[src/rtl/syn_cmd_seq.sv]
// Command sequencer: fetches, decodes and executes commands from a command memory.
// Optional macro SYN_TB_CSB_TIMEOUT_EN adds a 1024-cycle timeout on CSB register writes.
`ifndef MSEQ_CMD_SIZE
`define MSEQ_CMD_SIZE 128
`endif

module syn_cmd_seq #(
    parameter int CMD_W  = `MSEQ_CMD_SIZE,
    parameter int DEPTH  = 1024,
    parameter int ADDR_W = 10
) (
    input  logic              clk,
    input  logic              resetn,
    input  logic              start,
    output logic              cmd_rd_en,
    output logic [ADDR_W-1:0] cmd_rd_addr,
    input  logic [CMD_W-1:0]  cmd_rd_data,
    output logic [7:0]        cs,
    output logic [CMD_W-1:0]  curr_cmd,
    output logic              csb_req,
    output logic [31:0]       csb_addr,
    output logic [31:0]       csb_wdat,
    input  logic              csb_ready,
    output logic              dollar_finish,
    output logic              done,
    output logic              cmd_err
);

    typedef enum logic [7:0] {
        S_IDLE    = 8'h00,
        S_FETCH   = 8'h01,
        S_DECODE  = 8'h02,
        S_WAIT    = 8'h10,
        S_MEM_LD  = 8'h20,
        S_MEM_DMP = 8'h28,
        S_REG_WR  = 8'h30,
        S_DONE    = 8'hFF,
        S_ERR     = 8'hEE
    } state_t;

    localparam logic [7:0] OP_NOP     = 8'h00;
    localparam logic [7:0] OP_WAIT    = 8'h10;
    localparam logic [7:0] OP_MEM_LD  = 8'h20;
    localparam logic [7:0] OP_MEM_DMP = 8'h28;
    localparam logic [7:0] OP_REG_WR  = 8'h30;
    localparam logic [7:0] OP_FINISH  = 8'hFF;

    localparam logic [ADDR_W-1:0] LAST_PC = ADDR_W'(DEPTH - 1);

    state_t            state;
    state_t            next_state;
    logic [ADDR_W-1:0] pc;
    logic [31:0]       wait_cnt;
    logic              advance;
    logic              last_entry;
    logic              terminal;
    logic              next_terminal;

`ifdef SYN_TB_CSB_TIMEOUT_EN
    logic [9:0]        csb_cnt;
`endif

    assign cs          = state;
    assign cmd_rd_addr = pc;
    assign csb_addr    = curr_cmd[71:40];
    assign csb_wdat    = curr_cmd[103:72];

    assign last_entry    = (pc == LAST_PC);
    assign terminal      = (state == S_DONE) || (state == S_ERR);
    assign next_terminal = (next_state == S_DONE) || (next_state == S_ERR);

    always_ff @(posedge clk or negedge resetn) begin
        if (!resetn) begin
            state <= S_IDLE;
        end else begin
            state <= next_state;
        end
    end

    // advance = current command finished, move to pc+1 (or fault on wrap)
    always_comb begin
        next_state = state;
        advance    = 1'b0;
        case (state)
            S_IDLE: begin
                if (start) next_state = S_FETCH;
            end
            S_FETCH: begin
                next_state = S_DECODE;
            end
            S_DECODE: begin
                case (cmd_rd_data[7:0])
                    OP_NOP:     advance    = 1'b1;
                    OP_WAIT:    next_state = S_WAIT;
                    OP_MEM_LD:  next_state = S_MEM_LD;
                    OP_MEM_DMP: next_state = S_MEM_DMP;
                    OP_REG_WR:  next_state = S_REG_WR;
                    OP_FINISH:  next_state = S_DONE;
                    default:    next_state = S_ERR;
                endcase
            end
            S_WAIT: begin
                if (wait_cnt == '0) advance = 1'b1;
            end
            S_MEM_LD, S_MEM_DMP: begin
                advance = 1'b1;
            end
            S_REG_WR: begin
                if (csb_ready) advance = 1'b1;
`ifdef SYN_TB_CSB_TIMEOUT_EN
                else if (csb_cnt == 10'd1023) next_state = S_ERR;
`endif
            end
            S_DONE, S_ERR: begin
                next_state = state;
            end
            default: begin
                next_state = S_ERR;
            end
        endcase
        if (advance) next_state = last_entry ? S_ERR : S_FETCH;
    end

    // Outputs are registered from next_state so they line up with cs
    always_ff @(posedge clk or negedge resetn) begin
        if (!resetn) begin
            pc            <= '0;
            curr_cmd      <= '0;
            wait_cnt      <= '0;
            cmd_rd_en     <= 1'b0;
            csb_req       <= 1'b0;
            dollar_finish <= 1'b0;
            done          <= 1'b0;
            cmd_err       <= 1'b0;
        end else begin
            cmd_rd_en     <= (next_state == S_FETCH);
            csb_req       <= (next_state == S_REG_WR);
            dollar_finish <= next_terminal && !terminal;
            done          <= next_terminal;
            cmd_err       <= (next_state == S_ERR);
            if (state == S_IDLE && start) begin
                pc <= '0;
            end else if (advance && !last_entry) begin
                pc <= pc + 1'b1;
            end
            if (state == S_DECODE) begin
                curr_cmd <= cmd_rd_data;
                wait_cnt <= cmd_rd_data[39:8];
            end else if (state == S_WAIT && wait_cnt != '0) begin
                wait_cnt <= wait_cnt - 32'd1;
            end
        end
    end

`ifdef SYN_TB_CSB_TIMEOUT_EN
    always_ff @(posedge clk or negedge resetn) begin
        if (!resetn) begin
            csb_cnt <= '0;
        end else if (state == S_REG_WR) begin
            csb_cnt <= csb_cnt + 10'd1;
        end else begin
            csb_cnt <= '0;
        end
    end
`endif

endmodule

[config.mk]
export PLATFORM = sky130hd
export DESIGN_NAME = syn_cmd_seq
export DESIGN_NICKNAME = d
export VERILOG_FILES = /design/src/rtl/syn_cmd_seq.sv
export SDC_FILE = /design/constraint.sdc
export NUM_CORES = 1
export LEC_CHECK = 0
export BUFFER_PORTS_ARGS = -buffer_cell sky130_fd_sc_hd__buf_4
export CAP_MARGIN = 20
export CORE_AREA = 3 3 133 135
export CTS_BUF_LIST = sky130_fd_sc_hd__clkbuf_8
export DETAILED_ROUTE_END_ITERATION = 12
export DIE_AREA = 0 0 136 138
export PLACE_DENSITY = 0.92
export RECOVER_POWER = 100
export SLEW_MARGIN = 20
export SYNTH_ARGS = -nofsm -noshare
export SYNTH_HDL_FRONTEND = slang
export SYNTH_SLANG_ARGS = --single-unit
[constraint.sdc]
create_clock -name clk -period 4.8 [get_ports clk]
set_clock_uncertainty 0.15 [all_clocks]
set_input_delay 0.48 -clock clk [delete_from_list [all_inputs] [get_ports clk]]
set_output_delay 0.48 -clock clk [all_outputs]
set_load 0.01 [all_outputs]
Yosys cells after proc, flatten, opt, wreduce, memory -nomap -nowiden. Index checks and enable logic that the tools add are counted.

Add/subtract/negate cells: 2. Eq/ne operators: 18. Multiplexer cells: 13. Reductions and logical operators: 16.

Operators with widths (number): 32-bit two-way mux (2); 8-bit by 6-bit == test with 1-bit output, second input constant (7); 8-bit case mux with 6 select lines (1); 8-bit == test, second input constant (5); 32-bit logical NOT (1); 8-bit case mux with 4 select lines (1); 32-bit nonzero test (1); 32-bit by 1-bit subtractor with 32-bit output, second input constant (1); 8-bit two-way mux (3); 10-bit two-way mux (2); 8-bit by 1-bit == test with 1-bit output, second input constant (2); 8-bit by 5-bit == test with 1-bit output, second input constant (2); 8-bit logical NOT (2); 10-bit by 1-bit adder with 10-bit output, second input constant (1); 10-bit == test, second input constant (1); 8-bit by 2-bit == test with 1-bit output, second input constant (1); 6-bit OR reduction (1); 1-bit logical AND (4); 1-bit case mux with 4 select lines (1); 2-bit nonzero test (2); 1-bit two-way mux (3); 1-bit logical NOT (2); 1-bit logical OR (2); 2-bit OR reduction (1).

Bits in registers: 183. Output and inout port bits: 215. Logic and storage cells: 58.

Logic depth before layout (Yosys ltp). Gate-level depths: netlist of run 1.

Depth in word-level cells: 7. Depth in mapped cells: 9. Gate-level depth less buffers: 8.

Worst setup path before layout of run 1. Ideal clock, no wire load.

Path kind: reg2reg. Start point: register wait_cnt[17]. End point: register wait_cnt[31]. Data arrival time: 2.708 ns. Slack: 1.860 ns. Stages on the path, launching flop included: 8. Buffers on the path: 1. Path through: dfrtp_1 > or3_4 > or4_1 > clkbuf_2 > or2_4 > or4_4 > or4_1 > a31oi_1.

Cells in the longest elaborated chain, start to end: 3.

Ends and longest elaborated chain: start: declaration (RTL line 53) `logic [31:0] wait_cnt;`; start signal: assignment (RTL line 148) `wait_cnt <= cmd_rd_data[39:8];`; start signal: assignment (RTL line 150) `wait_cnt <= wait_cnt - 32'd1;`; 32-bit by 1-bit subtractor with 32-bit output / 32-bit nonzero test (equally long branches) (RTL line 150, 149); 32-bit two-way mux / 1-bit logical AND (equally long branches) (RTL line 149) `end else if (state == S_WAIT && wait_cnt != '0) begin`; 32-bit two-way mux / 2-bit nonzero test (equally long branches).

Parallel ways exist; a longest one is shown, timed or not. The select of a mux whose other input is x is not followed. A chain may end at the register's enable or synchronous reset.

Worst setup path after layout of run 1.
Start point: register wait_cnt[4]. End point: register wait_cnt[20].

The elaborated chain is that of the path after synthesis.

==> metrics, run 1 <==
VDD IR-drop max 0.000211 V; maximum single-stage delay on the critical path 1.55 ns; result of the run finished with violations; category of the worst setup path capture point register; number of flops mapped to enable cells by yosys 0; Design Power 2.87 mW; Synth Instances 919; number of instances resized during post-cts repair 0; setup total negative slack 0 ns; total grt overflow 0; total number of placement rows 47; CP max FO 15; Num CTS Buffers 17; TritonCTS Sinks 183; total of max-cap violations 2; cell count of the worst reg-to-reg path 6; worst slew pin tran 2.66 ns; Critical Path RT 4.96 ns; GRT Total Usage 24.1%; syn nets 1054; ports placed on the boundary 347; via count 7198; Peak Freq 262 MHz; final critical-path required period 3.82 ns; share of the synthesized area in the top cell type 55.9%; Data arrival, critical path 3.98 ns; top layer used by detailed routing met4; full die area 18800 um2; ratio of routed vias to standard cells 5.07; category of the worst setup path launch point register; average routed wire per standard cell 16.4 um; layout overhead on the synthesized area 24.0%; Cell Pwr Density 283 nW/um2; number of global-route vias before repair 7101; routed metal-1 wirelength 9210 um; layout cells sized above 1 14.8%; hold violation count in the final report 0; number of synthesized register bits 183; metal3 WL 1420 um; residual antenna-violating net count after detailed routing 0; buffers plus inverters on the worst setup path 0; post-detailed-route DRC marker count 0; initial core utilization 49.4%; Clock Pin Slew Worst Setup and Hold Paths 0.10 ns; DRT Wirelength 23300 um; first-pass GRT wire length 36600 um; failing checks max-capacitance violations, max-slew violations; last weighted congestion value of the routability-driven placer 0.879; slack of the worst reg-to-reg path 0.98 ns; worst reg2reg path endpoint wait_cnt[20]; netlist area before placement 8190 um2; distinct cell type count after synthesis 50; total stage count of the critical path 6; die boundary width 136 um; post-synthesis async set-or-reset flop share 100%; post-layout instance area 10100 um2; final period utilization 79.6%; die outline height 138 um; worst slew slack as a fraction of its limit -77.1%; static leakage 4.34 nW; count of yosys warnings during synthesis 0; largest net degree at the start of global routing 109; Slew Viols, Final 125; number of port buffers 346; launching instance or port of the critical path wait_cnt[4]; setup repair after global routing missed its margin false; number of iterations in the first detailed-routing pass 5; startpoint of the most critical register-to-register path wait_cnt[4]; placeable core area 16600 um2; post-synthesis cell type with the largest combined area dfrtp_1; top cell family by delay on the critical path compound AO/OA/AOI/OAI gates; met2 wirelength from detailed routing 11800 um; destination of the critical timing path wait_cnt[20]; clock root buffer clkbuf_8; synthesized area per cell 8.91 um2; placement-stage cell area 10500 um2; Critical Path, Cell by Cell nor4_1 > nand3_1 > o311ai_1 > nor3_1 > xnor2_1 > o21ai_0; Synth area leaders dfrtp_1 (56%), nand2_1 (18%), buf_4 (5.9%), xnor2_1 (2.8%), o21ai_0 (1.9%); maximum level of the CTS H-tree 4; antenna violations before repair 1; cell with the largest stage delay on the worst path o311ai_1; CTS Buffer Depth 2; sequential fraction of the synthesis area 55.9%; number of cells after detailed placement 1387; Final #Nets 1322; Min-Delay Path Class input port to register; worst-skew pair later-pin latency 0.44 ns; share of the core filled with cells in the final layout 61.2%; Setup violations, final 0; violation count after the first detailed-route iteration 318; detailed placement HPWL 17200 um; most used flip-flop cell after synthesis dfrtp_1; final non-filler cell total 1420; Setup CP Type register to register; CTS tree yes
## repair_timing
action | CTS | global route
endpoints found under the hold margin | 3 | 0
hold buffers | 1 | 0
setup buffers | 0 | 0
## layout make-up
class | instances | area, um2
clock inverters | 13 | 214
diodes | 1 | 2.50
flip-flops and latches | 183 | 4580
fillers | 1606 | 6440
inverters | 9 | 33.8
multi-input cells | 622 | 2940
repair buffers | 354 | 1850
clock buffers | 18 | 248
well taps | 220 | 275
## cells in the mapped netlist (4+ instances only)
cell type and n:
nor4_1 14, o21ai_0 31, nand2_1 390, nand4_1 9
inv_1 9, o211ai_1 4, nand3_1 11, clkbuf_1 38
nor2b_1 4, nor3_1 21, buf_4 64, dfrtp_1 183
a21oi_1 18, xnor2_1 26, or3_1 6, or4_1 5
a21boi_0 5, nor2_1 27
## sequential cells by signal, summed over array words and instances, names as in the netlist
register       cells
curr_cmd         128
cmd_rd_en          1
done               1
dollar_finish      1
csb_req            1
cmd_rd_addr       10
cs                 8
wait_cnt          32
cmd_err            1
## cell usage in the layout, fill, tap and decap left out, types with 14 or more instances in the layout
cell type  synthesis  routed
buf_4             64     133
nand2_1          390     390
dfrtp_1          183     183
nor2_1            27      27
a21oi_1           18      18
clkbuf_8           0      18
nor3_1            21      21
o21ai_0           31      31
xnor2_1           26      26
clkbuf_1          38     217
nor4_1            14      14
## how the worst min path moves through the flow
stage	end	depth (start not counted)	start	slack [ns]
after CTS	curr_cmd[80]	3	cmd_rd_data[80]	0.04
after global placement	curr_cmd[109]	2	curr_cmd[109]	0.31
final	curr_cmd[80]	3	cmd_rd_data[80]	0.06
after floorplan	cmd_err	0	resetn	0.03
after detailed placement	curr_cmd[121]	2	curr_cmd[121]	0.31
after global routing	curr_cmd[98]	3	cmd_rd_data[98]	0.03
## tightest hold or removal path: stages
cell and delay (ns):
buf_4 0.08, nand2_1 0.04, nand2_1 0.04
## power by group
group | switching (mW) | total [mW] | leakage [nW] | internal, mW
Combinational | 0.0522 | 0.125 | 2.41 | 0.0728
Sequential | 0.00305 | 1.55 | 1.70 | 1.54
Clock | 0.558 | 1.20 | 0.232 | 0.639
Total | 0.613 | 2.87 | 4.34 | 2.26
## metal layers
| metal | up-vias | global-route usage [%] |
|---|---|---|
| li1 | 3454 | - |
| met1 | 3416 | 29.2 |
| met2 | 270 | 40.8 |
| met3 | 58 | 5.20 |
| met4 | 0 | 11.2 |
| met5 | - | 0 |
## through the flow
step	worst slack, ns	hold WS (ns)
after floorplan	1.86	0.0344
after global placement	1.50	0.308
after detailed placement	1.35	0.313
after CTS	1.31	0.0364
after global routing	0.529	0.0339
final	0.980	0.0579
## cells by family (layout without fill, tap and decap cells)
kind of cell	after synthesis	in the layout	synth area share (%)
compound gates	80	80	5.98
xor+xnor	29	29	3.10
fa+ha+maj	3	3	0.459
buf+inv	114	394	8.19
flops	183	183	55.9
mux	3	3	0.397
other cells	0	1	0
simple gates	507	507	25.9
(Power assumes the default switching activity.)
==> run 2: changes to the inputs <==
--- a/config.mk
+++ b/config.mk
@@ -5,13 +5,15 @@
 export SDC_FILE = /design/constraint.sdc
 export NUM_CORES = 1
 export LEC_CHECK = 0
+export ABC_AREA = 1
 export BUFFER_PORTS_ARGS = -buffer_cell sky130_fd_sc_hd__buf_4
 export CAP_MARGIN = 20
-export CORE_AREA = 3 3 133 135
+export CORE_ASPECT_RATIO = 1.1
+export CORE_MARGIN = 3
+export CORE_UTILIZATION = 51
 export CTS_BUF_LIST = sky130_fd_sc_hd__clkbuf_8
 export DETAILED_ROUTE_END_ITERATION = 12
-export DIE_AREA = 0 0 136 138
-export PLACE_DENSITY = 0.92
+export PLACE_DENSITY = 0.94
 export RECOVER_POWER = 100
 export SLEW_MARGIN = 20
 export SYNTH_ARGS = -nofsm -noshare
==> constraint.sdc (replaced) <==
create_clock -name clk -period 3.6 [get_ports clk]
set_clock_uncertainty 0.15 [all_clocks]
set_input_delay 0.36 -clock clk [delete_from_list [all_inputs] [get_ports clk]]
set_output_delay 0.36 -clock clk [all_outputs]
set_load 0.01 [all_outputs]
==> run 2 against run 1 <==
Compared with the run above: the flow now finishes without violations; die area is 3.1% higher; combinational power grew 130%; largest power group unchanged; count of clock-buffer cells in the layout decreased by 1; routed wire length increased by 26%; via count rose by 25%; critical path depth is 2 higher; register-to-register slack worse by 0.30 ns; sequential share of layout area is 7.4 points lower; critical endpoint is now wait_cnt[0]; global-route usage is 6.0 points higher; non-clock buffer count up 122; cell count up 25%; largest cell class unchanged; core utilization grew 9.3 points.
==> metrics, run 2 <==
result of the run complete, no violations; destination of the critical timing path wait_cnt[0]; most used flip-flop cell after synthesis dfrtp_1; Peak Freq 342 MHz; slack of the worst reg-to-reg path 0.68 ns; via count 9010; category of the worst setup path capture point register; Synth area leaders dfrtp_1 (51%), nand2_1 (21%), buf_4 (5.6%), nor2_1 (4.4%), nand3_1 (2.5%); clock root buffer clkbuf_8; layout overhead on the synthesized area 34.2%; full die area 19400 um2; number of iterations in the first detailed-routing pass 7; final critical-path required period 2.92 ns; Data arrival, critical path 3.15 ns; Setup violations, final 0; Setup CP Type register to register; VDD IR-drop max 0.000241 V; layout cells sized above 1 13.3%; maximum level of the CTS H-tree 4; total number of placement rows 50; worst-skew pair later-pin latency 0.47 ns; violation count after the first detailed-route iteration 608; final period utilization 81.1%; CTS Buffer Depth 2; synthesized area per cell 7.91 um2; Final #Nets 1669; setup repair after global routing missed its margin false; max FFs per register 128; residual antenna-violating net count after detailed routing 0; CP max FO 55; first-pass GRT wire length 47200 um; worst slew slack as a fraction of its limit 7.30%; Critical Path RT 3.83 ns; netlist area before placement 9040 um2; largest register by flop count curr_cmd; Cell Pwr Density 330 nW/um2; ranking of synthesized cells by instance count nand2_1 (498), dfrtp_1 (183), nor2_1 (107); antenna violations before repair 0; category of the worst setup path launch point register; DRT Wirelength 29400 um; hold violation count in the final report 0; syn nets 1277; post-synthesis async set-or-reset flop share 100%; launching instance or port of the critical path cs[2]; Slew Viols, Final 0; largest net degree at the start of global routing 97; detailed placement HPWL 19100 um; Clock Pin Slew Worst Setup and Hold Paths 0.10 ns; static leakage 5.44 nW; average routed wire per standard cell 16.5 um; CTS Hold Buffers Added 122; ports placed on the boundary 347; share of the core filled with cells in the final layout 70.5%; total grt overflow 0; share of the synthesized area in the top cell type 50.7%; antenna cells 0; Placement Setup Slack 1.24 ns; sequential fraction of the synthesis area 50.7%; number of synthesized register bits 183; Num CTS Buffers 17; count of yosys warnings during synthesis 0; die outline height 146 um; setup total negative slack 0 ns; number of instances resized during post-cts repair 0; die boundary width 133 um; placeable core area 17200 um2; number of global-route vias before repair 9138; Min-Delay Path Class input port to register; cell count of the worst reg-to-reg path 8; post-detailed-route DRC marker count 0; distinct cell type count after synthesis 32; number of setup buffers added after CTS 0; cell with the most instances after synthesis nand2_1; startpoint of the most critical register-to-register path cs[2]; most common library cell in the layout ignoring fill and taps nand2_1; number of flops mapped to enable cells by yosys 0; number of port buffers 346; GRT Total Usage 30.1%; initial core utilization 52.5%; last weighted congestion value of the routability-driven placer 0.963; worst reg2reg path endpoint wait_cnt[0]; post-synthesis cell type with the largest combined area dfrtp_1; worst slew pin tran 1.39 ns; ratio of routed vias to standard cells 5.06; top library cells by usage in the layout, fill and taps aside nand2_1 (501), clkbuf_1 (217), dfrtp_1 (183), buf_4 (134), dlygate4sd3_1 (122); post-route worst setup slack 0.680 ns; total of max-cap violations 0; TritonCTS Sinks 183; Synth Instances 1142; CTS tree yes
## run 2: cell count changes after synthesis, moves of 9 or more
cell,change
buf_2,+28
nor2_1,+80
nor3_1,-12
xnor2_1,-21
nand3_1,+35
nor4_1,-14
nor2_2,+18
inv_1,+41
nand2_1,+108
xor2_1,+9
a31oi_1,+16
clkbuf_1,-34
## run 2: worst min-delay path by stage
| stage | depth (start not counted) | endpoint | from | slack, ns |
|---|---|---|---|---|
| after floorplan | 0 | cmd_err | resetn | -0.09 |
| after global placement | 2 | curr_cmd[35] | curr_cmd[35] | 0.31 |
| after detailed placement | 2 | curr_cmd[125] | curr_cmd[125] | 0.31 |
| after CTS | 3 | curr_cmd[29] | cmd_rd_data[29] | 0.006 |
| after global routing | 3 | curr_cmd[29] | cmd_rd_data[29] | 0.005 |
| final | 3 | curr_cmd[29] | cmd_rd_data[29] | 0.02 |
## run 2: kinds of logic after synthesis
family | synth area share (%)
buf+inv | 10.1
flops | 50.7
compound gates | 4.39
xor+xnor | 1.65
simple gates | 32.8
fa+ha+maj | 0.415
## run 2: stage by stage
stage	instances	power, mW	hold WS [ns]	cell area (um2)
3_3_place_gp	1627	2.26	0.306	11300
3_5_place_dp	1627	2.26	0.310	11300
6_report	1781	4.01	0.0208	12100
5_1_grt	1781	4.14	0.00540	12100
4_1_cts	1781	4.04	0.00648	13000
2_1_floorplan	1142	2.10	-0.0856	9040
## run 2: metal layers
metal	track usage [%]	wire length (um)	vias up
met5	0	0	-
met4	11.1	931	0
met3	7.47	2150	75
met2	52.5	15000	416
met1	36.0	11400	4231
li1	-	-	4288
## run 2: worst max-delay path, cell delays in order (launching register included)
cell,delay [ns]
dfrtp_1,0.42
nor2_1,0.27
nand3_1,0.13
nor2_1,0.36
clkbuf_2,0.93
nand2_1,0.24
o21ai_0,0.14
nand2_1,0.10
o21ai_0,0.10
## run 2: layout make-up
cell class	count	area, um2
clock inverter	15	246
timing repair buffer	476	3070
tap	234	293
sequential	183	4580
clock buffer	17	234
inverter	55	213
fill	1520	5080
multi-input combinational	801	3500
## run 2: where the power goes
group          internal, mW  total [mW]  leakage [nW]  switching [mW]
Sequential             2.05        2.05          1.64               0
Clock                 0.904        1.67         0.246           0.768
Combinational         0.180       0.283          3.56           0.103
